### src/rtl/control_unit_legv8.sv
// Multi-cycle LEGv8 control sequencer: fetch, decode, execute and memory phases.
// Build option: define ILLEGAL_HALT_EN to halt on an undefined opcode instead of a NOP.
module control_unit_legv8 (
    input  logic        CLK,
    input  logic        RST,
    input  logic [31:0] CONSIG,
    input  logic [3:0]  STAT,
    output logic [4:0]  SA,
    output logic [4:0]  SB,
    output logic [4:0]  DA,
    output logic        WR,
    output logic        IR,
    output logic [4:0]  FS,
    output logic        C0,
    output logic [63:0] K,
    output logic        M,
    output logic        PC_SEL,
    output logic [1:0]  PS,
    output logic        EN_ALU,
    output logic        EN_B,
    output logic        EN_PC,
    output logic        EN_ADDR_ALU,
    output logic        EN_ADDR_PC,
    output logic        RCS,
    output logic        RWE,
    output logic        ROE,
    output logic        HALTED
);

    localparam int unsigned XLEN  = 64;
    localparam int unsigned REG_W = 5;

    localparam logic [10:0] OP_ADD  = 11'h458;
    localparam logic [10:0] OP_SUB  = 11'h658;
    localparam logic [10:0] OP_AND  = 11'h450;
    localparam logic [10:0] OP_ORR  = 11'h550;
    localparam logic [10:0] OP_LDUR = 11'h7C2;
    localparam logic [10:0] OP_STUR = 11'h7C0;
    localparam logic [9:0]  OP_ADDI = 10'h244;
    localparam logic [9:0]  OP_SUBI = 10'h344;
    localparam logic [5:0]  OP_B    = 6'h05;
    localparam logic [7:0]  OP_CBZ  = 8'hB4;
    localparam logic [7:0]  OP_CBNZ = 8'hB5;

    localparam logic [4:0] FS_AND = 5'b00000;
    localparam logic [4:0] FS_ORR = 5'b00001;
    localparam logic [4:0] FS_ADD = 5'b00010;
    localparam logic [4:0] FS_SUB = 5'b01010;

    localparam logic [1:0] PS_HOLD = 2'b00;
    localparam logic [1:0] PS_INC  = 2'b01;
    localparam logic [1:0] PS_REL  = 2'b11;

    localparam logic [REG_W-1:0] XZR = 5'd31;

    typedef enum logic [2:0] {
        FETCH0 = 3'd0,
        FETCH1 = 3'd1,
        EXEC   = 3'd2,
        MEM1   = 3'd3,
        HALT   = 3'd4
    } state_t;

    state_t state, state_nxt;

    logic [REG_W-1:0] rd, rn, rm;
    logic [XLEN-1:0]  imm12_k, imm9_k, imm19_k, imm26_k;
    logic [10:0]      op11;
    logic [9:0]       op10;
    logic [5:0]       op6;
    logic [7:0]       op8;
    logic             zero;
    logic             unused_stat;

    assign rd      = CONSIG[4:0];
    assign rn      = CONSIG[9:5];
    assign rm      = CONSIG[20:16];
    assign imm12_k = XLEN'(CONSIG[21:10]);
    assign imm9_k  = {{55{CONSIG[20]}}, CONSIG[20:12]};
    assign imm19_k = {{45{CONSIG[23]}}, CONSIG[23:5]};
    assign imm26_k = {{38{CONSIG[25]}}, CONSIG[25:0]};
    assign op11    = CONSIG[31:21];
    assign op10    = CONSIG[31:22];
    assign op6     = CONSIG[31:26];
    assign op8     = CONSIG[31:24];
    assign zero    = STAT[0];
    assign unused_stat = ^STAT[3:1];

    // State register
    always_ff @(posedge CLK) begin
        if (RST) state <= FETCH0;
        else     state <= state_nxt;
    end

    // Next state and control outputs; everything idles at 0 while RST is high
    always_comb begin
        state_nxt   = state;
        SA          = '0;
        SB          = '0;
        DA          = '0;
        WR          = 1'b0;
        IR          = 1'b0;
        FS          = '0;
        C0          = 1'b0;
        K           = '0;
        M           = 1'b0;
        PC_SEL      = 1'b0;
        PS          = PS_HOLD;
        EN_ALU      = 1'b0;
        EN_B        = 1'b0;
        EN_PC       = 1'b0;
        EN_ADDR_ALU = 1'b0;
        EN_ADDR_PC  = 1'b0;
        RCS         = 1'b0;
        RWE         = 1'b0;
        ROE         = 1'b0;
        HALTED      = 1'b0;

        if (RST) begin
            state_nxt = FETCH0;
        end else begin
            case (state)
                FETCH0: begin
                    EN_ADDR_PC = 1'b1;
                    RCS        = 1'b1;
                    ROE        = 1'b1;
                    state_nxt  = FETCH1;
                end
                FETCH1: begin
                    EN_ADDR_PC = 1'b1;
                    RCS        = 1'b1;
                    ROE        = 1'b1;
                    IR         = 1'b1;
                    state_nxt  = EXEC;
                end
                EXEC: begin
                    state_nxt = FETCH0;
                    if (op11 == OP_ADD || op11 == OP_SUB || op11 == OP_AND || op11 == OP_ORR) begin
                        SA     = rn;
                        SB     = rm;
                        DA     = rd;
                        M      = 1'b1;
                        EN_ALU = 1'b1;
                        WR     = 1'b1;
                        PS     = PS_INC;
                        case (op11)
                            OP_SUB:  begin FS = FS_SUB; C0 = 1'b1; end
                            OP_AND:  FS = FS_AND;
                            OP_ORR:  FS = FS_ORR;
                            default: FS = FS_ADD;
                        endcase
                    end else if (op11 == OP_LDUR) begin
                        SA          = rn;
                        K           = imm9_k;
                        FS          = FS_ADD;
                        EN_ADDR_ALU = 1'b1;
                        RCS         = 1'b1;
                        ROE         = 1'b1;
                        state_nxt   = MEM1;
                    end else if (op11 == OP_STUR) begin
                        SA          = rn;
                        SB          = rd;
                        K           = imm9_k;
                        FS          = FS_ADD;
                        EN_ADDR_ALU = 1'b1;
                        EN_B        = 1'b1;
                        RCS         = 1'b1;
                        RWE         = 1'b1;
                        PS          = PS_INC;
                    end else if (op10 == OP_ADDI || op10 == OP_SUBI) begin
                        SA     = rn;
                        SB     = rm;
                        DA     = rd;
                        K      = imm12_k;
                        EN_ALU = 1'b1;
                        WR     = 1'b1;
                        PS     = PS_INC;
                        if (op10 == OP_SUBI) begin
                            FS = FS_SUB;
                            C0 = 1'b1;
                        end else begin
                            FS = FS_ADD;
                        end
                    end else if (op6 == OP_B) begin
                        K  = imm26_k;
                        PS = PS_REL;
                    end else if (op8 == OP_CBZ || op8 == OP_CBNZ) begin
                        // XZR | Rt sets Z from the register while K carries the branch offset
                        SA = XZR;
                        SB = rd;
                        M  = 1'b1;
                        FS = FS_ORR;
                        if (zero == (op8 == OP_CBZ)) begin
                            K  = imm19_k;
                            PS = PS_REL;
                        end else begin
                            PS = PS_INC;
                        end
                    end else begin
`ifdef ILLEGAL_HALT_EN
                        state_nxt = HALT;
`else
                        PS = PS_INC;
`endif
                    end
                end
                MEM1: begin
                    SA          = rn;
                    K           = imm9_k;
                    FS          = FS_ADD;
                    EN_ADDR_ALU = 1'b1;
                    RCS         = 1'b1;
                    ROE         = 1'b1;
                    DA          = rd;
                    WR          = 1'b1;
                    PS          = PS_INC;
                    state_nxt   = FETCH0;
                end
                HALT: begin
`ifdef ILLEGAL_HALT_EN
                    HALTED    = 1'b1;
                    state_nxt = HALT;
`else
                    state_nxt = FETCH0;
`endif
                end
                default: state_nxt = FETCH0;
            endcase
        end
    end

endmodule

### config.mk
export PLATFORM = sky130hd
export DESIGN_NAME = control_unit_legv8
export DESIGN_NICKNAME = d
export VERILOG_FILES = /design/src/rtl/control_unit_legv8.sv
export SDC_FILE = /design/constraint.sdc
export NUM_CORES = 1
export LEC_CHECK = 0
export BUFFER_PORTS_ARGS = -buffer_cell sky130_fd_sc_hd__buf_2
export CELL_PAD_IN_SITES_DETAIL_PLACEMENT = 0
export CELL_PAD_IN_SITES_GLOBAL_PLACEMENT = 1
export CORE_ASPECT_RATIO = 0.9
export CORE_MARGIN = 1.5
export CORE_UTILIZATION = 25
export DETAILED_ROUTE_END_ITERATION = 10
export PLACE_DENSITY = 0.86
export SETUP_SLACK_MARGIN = 0.15
export SYNTH_ARGS = -nofsm -noshare
export SYNTH_HDL_FRONTEND = slang
export SYNTH_SLANG_ARGS = --single-unit
### constraint.sdc
create_clock -name CLK -period 5.2 [get_ports CLK]
set_input_delay 0.26 -clock CLK [delete_from_list [all_inputs] [get_ports CLK]]
set_output_delay 0.26 -clock CLK [all_outputs]
set_load 0.05 [all_outputs]
==> run summary, run 1 <==
Status - completed
Synth warnings - 0
Max Cap Viol - 0
Antenna fix cells - 0
Die width - 88.2 um
Clk slew on worst S/H paths - 30 ps
Final global-route overflow total - 0
CTS Sinks - 2
WL final - 6390 um
Power per cell area - 93.5 mW/mm^2
Final setup vio count - 0
Synth area leader - buf_4
Cell with the most instances after synthesis - buf_4
Min cycle time layout - 3200 ps
Mapped Cells - 235
Synth top area share - 20.2%
Asr flop ratio synth - 0%
IO buf count - 129
Hold buffer count at CTS - 0
Htree depth - 1
Pre-CTS WS - 1960 ps
Worst Path Max Fanout - 39
GP Congestion - 0.905
Cell variety after synth - 56
Worst clock skew - 4.38 ps
First-pass GRT wire length - 9380 um
Die footprint - 0.00702 mm^2
Post-CTS Setup Inserts - 0
CTS tree - done
Most frequent cells after synthesis - buf_4 (44), nand2_1 (31), nor2_1 (18)
Post-route cell area - 0.00206 mm^2
Inserted Clock Buffers - 3
Top reg by flops - state
Detailed Place HPWL - 5100 um
First-pass DRT Iterations - 5
Routed len/inst - 15.7 um
Reg2Reg Setup Slack - 3720 ps
Largest net degree at the start of global routing - 40
Worst Path Required - 4940 ps
Post_cts resized - 0
Crit end category - output pin
Main synth FF type - dfxtp_1
Mean area per synthesized cell - 6.94 um^2
Post-DRT Antenna Nets - 0
Worst IR Drop VDD - 179 uV
Final net count - 359
IO Pins - 138
CTS root buffer - clkbuf_8
CTS Buffer Depth - 2
Die height - 79.6 um
Syn Std Cell Area - 0.00163 mm^2
Final Cycle Share - 61.5%
Fillcell total - 719
Non-Filler Instances - 406
Max Clk Rate - 313 MHz
Vias in the first global route - 1,776
Post-layout util - 33.1%
CP Class - input port to output pin
Slew at the pin closest to its max-slew limit - 942 ps
Unrepaired setup endpoints after global routing - no
Post-synth EDFFs - 0
LEAKAGE - 1.06 nW
Share of cells above drive strength 1 - 48.3%
Worst-Skew Late Latency - 210 ps
Row count - 27
Sequential share of the synthesized area - 2.45%
P&R area growth vs syn - 26.2%
Initial antenna violation count - 0
Top Registers - state: 2 flops
Setup TNS Final - 0 ps
Crit path launch type - input port
Detailed-route DRC error count - 0
Max reg flops - 2
Synth Register Bits - 2
Synth area leaders - buf_4 (20%), a221oi_1 (7.5%), nand2_1 (7.1%)
Via count - 2,139
Initial drt markers - 202
Final Hold Violating Endpoints - 0
Core area - 0.00622 mm^2
Final WS setup - 2000 ps
Starting Density - 26.2%
CP Data Arrival Time - 2940 ps
Post-DP Area - 0.00202 mm^2
Via density - 5.27
Dpl cells - 403
Worst hold path type - input port to register
Slew Limit Fails - 0
Slew margin rel. - 37.2%
Total Routing Usage GR - 17.1%
==> critical path, cell delays in order <==
cell and delay [ps]:
buf_2 160, nor4b_4 350, nand3_1 450, nor2_2 370
o31ai_1 150, o21ai_2 780, buf_2 410
==> per-layer routing <==
metal	global-route usage (%)	share of wire, %
met5	0	0
met4	2.97	0.64
met3	1.76	8.7
met2	28.1	45
met1	24.1	46
==> power by group <==
part / leakage, nW / total (mW) / internal, mW / switching [mW]
logic: 1.02 / 0.113 / 0.0297 / 0.0830
registers: 0.0166 / 0.0194 / 0.0168 / 0.00266
clock network: 0.0216 / 0.0605 / 0.0489 / 0.0116
==> stage by stage <==
stage / hold WS, ps / total power [mW]
2_1_floorplan: 479 / 0.100
3_3_place_gp: 519 / 0.130
3_5_place_dp: 549 / 0.131
4_1_cts: 376 / 0.194
5_1_grt: 393 / 0.204
6_report: 378 / 0.193
==> placed cells by master (no fill, tap or decap), types with 2 or more instances in the layout <==
master / synthesis / layout
o21ai_0: 11 / 10
conb_1: 1 / 5
o21ai_1: 3 / 3
o21a_1: 6 / 6
nand2_1: 31 / 31
a22oi_1: 7 / 7
o31ai_1: 2 / 2
nor3_1: 2 / 2
nor2_4: 2 / 2
nand3_1: 6 / 6
buf_2: 6 / 129
a21o_1: 5 / 5
o2bb2ai_1: 2 / 2
and2_1: 9 / 9
o21ai_2: 1 / 2
a22o_1: 5 / 5
clkbuf_8: 0 / 3
nor2b_1: 2 / 2
dfxtp_1: 2 / 2
a221oi_1: 14 / 14
and2_0: 2 / 2
nor4b_4: 2 / 2
a21oi_1: 12 / 12
and4bb_2: 3 / 3
nand4_1: 2 / 2
and3_1: 4 / 4
nor2_1: 18 / 18
==> kinds of logic (layout without fill, tap and decap cells) <==
group | Yosys count | in the layout | synth area share [%]
AND/OR/NAND/NOR | 94 | 94 | 33.1
AO/OA/AOI/OAI | 82 | 82 | 38.3
buffers and inverters | 54 | 134 | 24.4
flip-flops | 2 | 2 | 2.45
other | 1 | 5 | 0.230
XOR/XNOR | 1 | 1 | 0.997
multiplexers | 1 | 1 | 0.614
==> final timing paths <==
check,cells after the start,start,end
worst max-delay path,7,CONSIG[21],K[50]
worst min register to register,1,state[1]$_SDFF_PP0_,state[0]$_SDFF_PP0_
worst max register to register,4,state[0]$_SDFF_PP0_,state[1]$_SDFF_PP0_
worst min-delay path,2,RST,state[0]$_SDFF_PP0_
==> layout make-up <==
| class | instances | area (um^2) | share of cell area [%] |
|---|---|---|---|
| well taps | 87 | 109 | 5.29 |
| flip-flops and latches | 2 | 40.0 | 1.94 |
| repair buffers | 130 | 653 | 31.7 |
| inverters | 1 | 3.75 | 0.182 |
| multi-input cells | 183 | 1210 | 58.9 |
| clock buffers | 3 | 41.3 | 2.00 |
Power figures use the tool's default switching activity.
==> run 2, diff against run 1 <==
--- a/config.mk
+++ b/config.mk
@@ -10,9 +10,9 @@
 export CELL_PAD_IN_SITES_GLOBAL_PLACEMENT = 1
 export CORE_ASPECT_RATIO = 0.9
 export CORE_MARGIN = 1.5
-export CORE_UTILIZATION = 25
+export CORE_UTILIZATION = 23
 export DETAILED_ROUTE_END_ITERATION = 10
-export PLACE_DENSITY = 0.86
+export PLACE_DENSITY = 0.83
 export SETUP_SLACK_MARGIN = 0.15
 export SYNTH_ARGS = -nofsm -noshare
 export SYNTH_HDL_FRONTEND = slang
==> constraint.sdc (replaced) <==
create_clock -name CLK -period 2.6 [get_ports CLK]
set_input_delay 0.13 -clock CLK [delete_from_list [all_inputs] [get_ports CLK]]
set_output_delay 0.13 -clock CLK [all_outputs]
set_load 0.05 [all_outputs]
==> run 2 against run 1 <==
Register-to-register slack got worse by 2700 ps; flip-flop and latch count did not move; critical endpoint is now K[6]; core utilization shrank 0.75 points; non-clock buffer count rose by 9; final area rose by 5.8%; largest power group unchanged; first-iteration DRC count shrank 27%; critical path depth unchanged; clock power is 100% higher; die area up 8.4%; routed wire length rose by 5.0%.
==> run summary, run 2 (same netlist as run 1, synthesis figures left out) <==
LEAKAGE - 1.11 nW (+4.2%)
First-pass DRT Iterations - 4 (-1)
Final setup vio count - 0 (unchanged)
Vias in the first global route - 1,924 (+8.3%)
Dpl cells - 415 (+3.0%)
Starting Density - 24.3% (-2.0 points)
Crit path depth - 7 (unchanged)
Worst Path Required - 2470 ps (-2470 ps)
Reg2Reg Setup Slack - 1060 ps (-2660 ps)
Critical hold path startpoint - RST
Top reg by flops - state
Sw frac - 50.2% (-0.28 points)
Detailed Place HPWL - 5350 um (+5.0%)
Worst IR Drop VDD - 223 uV (+25%)
Clk slew on worst S/H paths - 30 ps (about the same)
Hold path cells - 2 (unchanged)
Post-DRT Antenna Nets - 0 (unchanged)
Slew margin rel. - 58.3% (+21 points)
Min cycle time layout - 2350 ps
CP Class - register to output pin
Via density - 5.14 (-2.4%)
Max Clk Rate - 426 MHz
Final global-route overflow total - 0 (unchanged)
Clock power frac - 31.0% (-0.4 points)
WHS - 232 ps (-147 ps)
CP Data Arrival Time - 2220 ps (-720 ps)
Net Switching - 0.198 mW (+100%)
Slowest-stage cell, CP - o22ai_1
Slowest stage delay, CP - 390 ps (-390 ps)
Slew Limit Fails - 0 (unchanged)
Final Cycle Share - 90.4%
Detailed-route DRC error count - 0 (unchanged)
Critical R2R Capture - state[1]$_SDFF_PP0_
Worst-Skew Late Latency - 210 ps (about the same)
Initial antenna violation count - 0 (unchanged)
Final Hold Violating Endpoints - 0 (unchanged)
Kind of cell adding the most delay to the critical path - simple AND/OR/NAND/NOR gates
Power Total - 0.393 mW (+100%)
Die footprint - 0.00761 mm^2 (+8.4%)
IO Pins - 138 (unchanged)
IO buf count - 129 (unchanged)
Total Routing Usage GR - 16.5% (-0.59 points)
Comb power frac - 59.9% (+1.4 points)
CTS tree - done
Max Cap Viol - 0 (unchanged)
Crit path launch type - register
Worst hold path type - input port to register
Post-CTS Setup Inserts - 0 (unchanged)
Via count - 2,155 (+0.75%)
First-pass GRT wire length - 10,100 um (+7.9%)
R2r worst-path depth - 6 (+2)
Status - completed
Worst Path Max Fanout - 10 (-74%)
CTS Buffer Depth - 2 (unchanged)
Most frequent cells in the layout - buf_2 (127), nand2_1 (31), nor2_1 (18)
Top Registers - state: 2 flops
Power per cell area - 181 mW/mm^2 (+93%)
Row count - 28 (+3.7%)
Register area - 40.0 um^2 (unchanged)
Post-route cell area - 0.00218 mm^2 (+5.8%)
CP cell instances - buf_4 > and2b_1 > nor2b_1 > nand2_1 > o22ai_1 > o2bb2ai_1 > buf_2
Die width - 91.8 um (+4.1%)
Multi-input gate area - 0.00125 mm^2 (+3.5%)
Pint - 0.196 mW (+110%)
P&R area growth vs syn - 33.5%
CP bufs+invs - 2 (unchanged)
Routed len/inst - 16.0 um (+1.7%)
Commonest non-fill, non-tap cell in the layout - buf_2
Sequential fraction of design power - 9.0% (-1.1 points)
Post-layout util - 32.4% (-0.75 points)
WL final - 6710 um (+5.0%)
Inserted Clock Buffers - 3 (unchanged)
Final WS setup - 251 ps (-1750 ps)
Pre-CTS WS - 173 ps (-1790 ps)
Antenna fix cells - 0 (unchanged)
Hold Crit Endpoint - state[0]$_SDFF_PP0_
CTS Sinks - 2 (unchanged)
FF-to-FF Start - state[0]$_SDFF_PP0_
Unrepaired setup endpoints after global routing - no
Slew at the pin closest to its max-slew limit - 626 ps (-317 ps)
CTS root buffer - clkbuf_8
Initial drt markers - 148 (-27%)
Worst clock skew - 0.298 ps (-4.08 ps)
Core area - 0.00673 mm^2 (+8.2%)
Die height - 82.9 um (+4.1%)
Fillcell total - 767 (+6.7%)
Share of cells above drive strength 1 - 51.1% (+2.8 points)
Max reg flops - 2 (unchanged)
Final net count - 369 (+2.8%)
Non-Filler Instances - 419 (+3.2%)
Crit end category - output pin
Htree depth - 1 (unchanged)
Setup TNS Final - 0 ps (unchanged)
GP Congestion - 0.932 (+3.0%)
Largest net degree at the start of global routing - 22 (-45%)
Post-DP Area - 0.00211 mm^2 (+4.7%)
## run 2: changes by cell type in the layout (fill, tap and decap cells not counted), sizes merged
cell | previous run | this run
buf | 130 | 137
clkbuf | 3 | 5
o21ai | 16 | 17
## run 2: repair_timing
action                     CTS  global route
setup endpoints to repair   39            42
resized for setup            0             4
hold buffers                 0             0
gates cloned                 1             0
pin swaps                    1             2
## run 2: cell type report
type | count | area share [%]
Sequential cell | 2 | 1.84
Timing Repair Buffer | 139 | 33.3
Multi-Input combinational cell | 184 | 57.6
Tap cell | 90 | 5.17
Inverter | 1 | 0.172
Clock buffer | 3 | 1.90
## run 2: layer usage
metal	track usage [%]	up-vias	part of all wire, %
li1	-	1021	-
met1	22.1	992	44
met2	28.0	129	45
met3	1.19	13	9.0
met4	4.76	0	1.9
met5	0	-	0
## run 2: power groups by stage
stage               clock [mW]  combinational, mW  sequential [mW]
floorplan                    0              0.166           0.0353
global placement             0              0.232           0.0356
detailed placement           0              0.233           0.0357
CTS                      0.126              0.234           0.0353
global route             0.132              0.250           0.0356
finish                   0.122              0.236           0.0354
## run 2: worst register-to-register path, cell delays in order (launching register included)
cell and delay, ps:
dfxtp_1 300, buf_4 160, and2b_1 230, nor2b_1 190, nand2_1 230, buf_4 230
o21bai_1 120
## run 2: worst max-delay path by stage
stage / start / endpoint / slack, ps
6_report: state[0]$_SDFF_PP0_ / K[6] / 250
5_1_grt: CONSIG[24] / K[35] / 190
4_1_cts: state[1]$_SDFF_PP0_ / K[27] / 150
3_5_place_dp: CONSIG[24] / K[41] / 170
3_3_place_gp: CONSIG[24] / K[63] / 250
2_1_floorplan: state[0]$_SDFF_PP0_ / K[26] / 50
